**config.mk**
```make
export PLATFORM = sky130hd
export DESIGN_NAME = rom_select_arbiter
export DESIGN_NICKNAME = d
export VERILOG_FILES = /design/src/rtl/rom_select_arbiter.sv
export SDC_FILE = /design/constraint.sdc
export NUM_CORES = 1
export LEC_CHECK = 0
export CAP_MARGIN = 10
export CORE_ASPECT_RATIO = 1.75
export CORE_MARGIN = 8
export CORE_UTILIZATION = 27
export DETAILED_ROUTE_END_ITERATION = 8
export GPL_TIMING_DRIVEN = 1
export PLACE_DENSITY = 0.78
export RECOVER_POWER = 100
export SLEW_MARGIN = 20
export SYNTH_ARGS = -nofsm -noshare
export SYNTH_HDL_FRONTEND = slang
export SYNTH_SLANG_ARGS = --single-unit
```
**constraint.sdc**
```tcl
create_clock -name Clk -period 1.5 [get_ports Clk]
set_input_delay 0.225 -clock Clk [delete_from_list [all_inputs] [get_ports Clk]]
set_output_delay 0.225 -clock Clk [all_outputs]
set_load 0.1 [all_outputs]
```
**src/rtl/rom_select_arbiter.sv**
```systemverilog
// rom_select_arbiter: arbitrates NUM_CH read requesters onto one synchronous
// ROM port, registers the winning address and tags each in-flight read so the
// returned word is marked with its owner.
// Build option: define ROMSEL_FIXED_PRIO_EN for fixed lowest-index-wins
// priority; left undefined, arbitration is round-robin.
module rom_select_arbiter #(
  parameter int unsigned NUM_CH  = 4,
  parameter int unsigned ADDR_W  = 10,
  parameter int unsigned DATA_W  = 32,
  parameter int unsigned ROM_LAT = 1
) (
  input  logic                     Clk,
  input  logic                     Reset_n,
  input  logic [NUM_CH-1:0]        Req,
  input  logic [NUM_CH*ADDR_W-1:0] Addr,
  output logic [NUM_CH-1:0]        Grant,
  output logic                     RomEn,
  output logic [ADDR_W-1:0]        RomAddr,
  input  logic [DATA_W-1:0]        RomData,
  output logic [DATA_W-1:0]        RdData,
  output logic [NUM_CH-1:0]        RdValid,
  output logic                     Busy
);

  localparam int unsigned IDX_W  = (NUM_CH > 1) ? $clog2(NUM_CH) : 1;
  localparam int unsigned STAGES = ROM_LAT + 1;

  logic [IDX_W-1:0]  ptr;
  logic [IDX_W-1:0]  win_idx;
  logic              win_vld;
  logic [STAGES-1:0] tag_vld;
  logic [IDX_W-1:0]  tag_idx [STAGES];

  // Winner search: first requesting channel at or above ptr, wrapping round.
  always_comb begin
    int unsigned cand;
    cand    = 0;
    win_vld = 1'b0;
    win_idx = '0;
    for (int unsigned i = 0; i < NUM_CH; i++) begin
      cand = {{(32-IDX_W){1'b0}}, ptr} + i;
      if (cand >= NUM_CH) cand = cand - NUM_CH;
      if (!win_vld && Req[IDX_W'(cand)]) begin
        win_vld = 1'b1;
        win_idx = IDX_W'(cand);
      end
    end
    // No grant may escape while the block is held in reset.
    if (!Reset_n) win_vld = 1'b0;
  end

  // One-hot grant decode of the winner.
  always_comb begin
    Grant = '0;
    if (win_vld) Grant[win_idx] = 1'b1;
  end

`ifdef ROMSEL_FIXED_PRIO_EN
  // Fixed priority: the scan always starts at channel 0.
  always_comb begin
    ptr = '0;
  end
`else
  // Round-robin pointer moves just past the channel granted this edge.
  always_ff @(posedge Clk or negedge Reset_n) begin
    if (!Reset_n) begin
      ptr <= '0;
    end else if (win_vld) begin
      ptr <= (win_idx == IDX_W'(NUM_CH - 1)) ? '0 : win_idx + 1'b1;
    end
  end
`endif

  // ROM issue: strobe for one cycle per accepted request, address held otherwise.
  always_ff @(posedge Clk or negedge Reset_n) begin
    if (!Reset_n) begin
      RomEn   <= 1'b0;
      RomAddr <= '0;
    end else begin
      RomEn <= win_vld;
      if (win_vld) RomAddr <= Addr[win_idx*ADDR_W +: ADDR_W];
    end
  end

  // Tag pipeline: owner index travels alongside the read so it lines up with RomData.
  always_ff @(posedge Clk or negedge Reset_n) begin
    if (!Reset_n) begin
      tag_vld <= '0;
      for (int unsigned s = 0; s < STAGES; s++) tag_idx[s] <= '0;
    end else begin
      tag_vld    <= {tag_vld[STAGES-2:0], win_vld};
      tag_idx[0] <= win_idx;
      for (int unsigned s = 1; s < STAGES; s++) tag_idx[s] <= tag_idx[s-1];
    end
  end

  // Return path: data passes straight through, owner decoded from the last stage.
  always_comb begin
    RdData  = RomData;
    RdValid = '0;
    if (tag_vld[STAGES-1]) RdValid[tag_idx[STAGES-1]] = 1'b1;
    Busy = |tag_vld;
  end

endmodule

```
==> results.yml <==
timing:
  tns_ns: -2.74
  rsz0062_at_grt: "yes"
  finalCritPeriodShare_pct: 125
  min_period_ns: 1.88
  worstMarginPinSlew_ns: 0.558
  finalSetupViolations: 14
  finalMaxSlewViolations: 0
  skew_ns: 0.00755
  max_freq_mhz: 533
  maxSlewHeadroom_pct: 63.0
  setup_ws_ns: -0.377
  hold_viol_final: 0
placed_design:
  dp_hpwl_mm: 3.45
  gp_congestion: 0.695
  portBuffers: 65
  place_inst: 232
  dpl_cell_area_um2: 2130
pwr:
  leakagePower_nw: 0.967
  power.density_nw_per_um2: 1930
  total_power_w: 0.00397
  ir_drop_v: 0.00118
drt:
  drt_first_pass_iters: 3
  drc: 0
  finalWirelength_mm: 4.28
  wl_per_cell_um: 17.8
  drt_iter0_markers: 27
  viasPerCell: 4.98
  final_antenna_net_count: 0
  wl_met2_mm: 2.16
  vias: 1195
  wl_met3_um: 476
  top_layer_used: "met4"
  met1_length_mm: 1.30
status:
  status: "complete, but fails checks"
  violations: "negative setup slack"
clock_tree:
  numCtsBuffers: 3
  clk_latency_ns: 0.26
  root_buffer: "clkbuf_8"
  hold_buffers: 0
  cts_buffer_depth: 2
  clk_pin_slew_ns: 0.08
  clock-sinks: 18
  cts_tree: "yes"
  htree_levels: 1
global_route:
  grt_usage_pct: 11.8
  antenna_found_initial: 0
  grt_pass1_vias: 1351
  grt_pass1_wl_mm: 6.65
  grt-ovfl-total: 0
  grt_max_degree: 19
critical_path:
  cp_slowest_cell: "dfrtp_1"
  reg2regPathDepth: 7
  start_kind: "flop"
  worst_setup_path_endpoint: "Grant[3]"
  critPathKind: "flop to primary output"
  worstPathMaxFanout: 4
  crit_path_start: "ptr[1]"
  cp-end-kind: "primary output"
  crit_chain: "buf_6, a211o_4, inv_4, ha_4, inv_2, nor2_4, buf_12"
  crit_required_ns: 1.27
  regToRegEndpoint: "RomAddr[4]"
  slowest_delay_ns: 0.41
  reg2reg_slack_ns: -0.25
  regToRegStartpoint: "ptr[1]"
  crit_arrival_ns: 1.65
floorplanning:
  pin_count: 130
  num_rows: 33
  start_util_pct: 27.9
  core_area_um2: 4620
  die-area_um2: 7330
  fp.dieW_um: 68.3
  die_h_um: 107
finish:
  diodes: 0
  finalInstanceArea_um2: 2050
  syn2layout_area_growth_pct: 59.3
  finalNetCount: 268
  layoutNonFillerInstCount: 240
  drive_gt1_share_pct: 37.8
synthesis:
  yosysWarnings: 0
  avgSynthCellArea_um2: 9.77
  yosysSeqAreaShare_pct: 34.9
  synthesis.nets: 211
  syn_area_um2: 1290
  synth_seq_cells: 18
  netlist_instances: 132
  ys_types: 24
worst_hold_path:
  hold_class: "flop to flop"
job:
  drv_cap: 0
-- stage by stage --
| stage | hold slack (ns) | worst slack [ns] | utilization [%] |
|---|---|---|---|
| floorplan | -0.0706 | -0.522 | - |
| finish | 0.350 | -0.377 | 44.4 |
| detailed placement | 0.337 | -0.697 | 46.0 |
| global route | 0.369 | -0.463 | 44.4 |
| CTS | 0.354 | -0.405 | 48.5 |
| global placement | 0.332 | -0.585 | 46.0 |
-- routing by layer --
layer | vias up | track usage, %
met4 | 0 | 10.2
met1 | 561 | 10.5
met5 | - | 0
met3 | 33 | 5.53
li1 | 536 | -
met2 | 65 | 19.2
-- critical path, delay by kind of cell (launching register included) --
family / cells / cell delay (ns)
fa+ha+maj: 1 / 0.11
buf+inv: 4 / 0.41
simple gates: 1 / 0.09
flops: 1 / 0.41
compound gates: 1 / 0.36
-- logic make-up after synthesis --
group                      Yosys count  synth area share [%]
AOI/OAI and AO/OA                   20                  12.8
adders and majority gates            1                 0.970
buffers and inverters               44                  25.4
DFF                                 18                  34.9
muxes                               20                  15.5
and+or+nand+nor                     29                  10.4
-- sequential cells by signal, summed over array words and instances, names as in the netlist --
| name | flops |
|---|---|
| RomAddr | 10 |
| ptr | 2 |
| tag_idx | 4 |
| tag_vld | 2 |
-- worst min path at each step --
| stage | start | endpoint | slack [ns] | cells after the start |
|---|---|---|---|---|
| 3_3_place_gp | tag_idx[2] | tag_idx[0] | 0.33 | 0 |
| 4_1_cts | tag_idx[2] | tag_idx[0] | 0.35 | 0 |
| 6_report | tag_idx[2] | tag_idx[0] | 0.35 | 0 |
| 5_1_grt | tag_idx[3] | tag_idx[1] | 0.37 | 0 |
| 2_1_floorplan | Reset_n | RomAddr[0] | -0.07 | 0 |
| 3_5_place_dp | tag_idx[2] | tag_idx[0] | 0.34 | 0 |
-- cell type report --
type | instances | area [um2]
timing repair buffer | 89 | 830
multi-input combinational | 70 | 622
tap | 52 | 65.1
fill | 460 | 2570
sequential | 18 | 452
inverter | 7 | 31.3
clock buffer | 4 | 55.1
-- Yosys cell counts --
library cell  instances  area, um2
a211o_1               1       8.76
a21o_1                1       7.51
a21oi_1               3       15.0
and3_1                2       12.5
and3b_1               1       8.76
buf_12                1       20.0
buf_4                34        255
buf_6                 1       11.3
buf_8                 1       15.0
dfrtp_1              18        450
ha_1                  1       12.5
inv_1                 5       18.8
inv_2                 2       7.51
mux2i_1              20        200
nand2_1              16       60.1
nand2b_1              3       18.8
nor2_1                4       15.0
nor3_1                1       5.00
nor3b_1               1       7.51
o221ai_1             10       87.6
o22a_1                2       17.5
o22ai_1               2       12.5
o41ai_2               1       16.3
or2_2                 1       6.26
-- placed cells by master (no fill, tap or decap), types with 2 or more instances in the layout --
cell	count
buf_12	4
clkbuf_2	12
dlygate4sd2_1	4
mux2i_2	3
mux2i_1	17
nand2b_1	2
dfrtp_1	17
nor2_4	2
clkdlybuf4s50_1	40
o22ai_1	2
a21oi_2	2
inv_4	2
inv_1	4
o221ai_1	9
buf_6	7
buf_4	20
clkbuf_8	4
nand2_1	15
-- what timing repair did --
| item | CTS | global route |
|---|---|---|
| buffers inserted | 2 | 2 |
| gates cloned | 0 | 0 |
| gates resized for setup | 17 | 5 |
| setup endpoints to repair | 16 | 14 |
| pin swaps | 3 | 4 |
-- report_power, final --
group	switching [W]	internal [W]	total [W]
registers	0.000121	0.000665	0.000787
logic	0.00182	0.000956	0.00278
clock network	0.000175	0.000234	0.000409
total	0.00212	0.00185	0.00397
(Power assumes the default switching activity.)
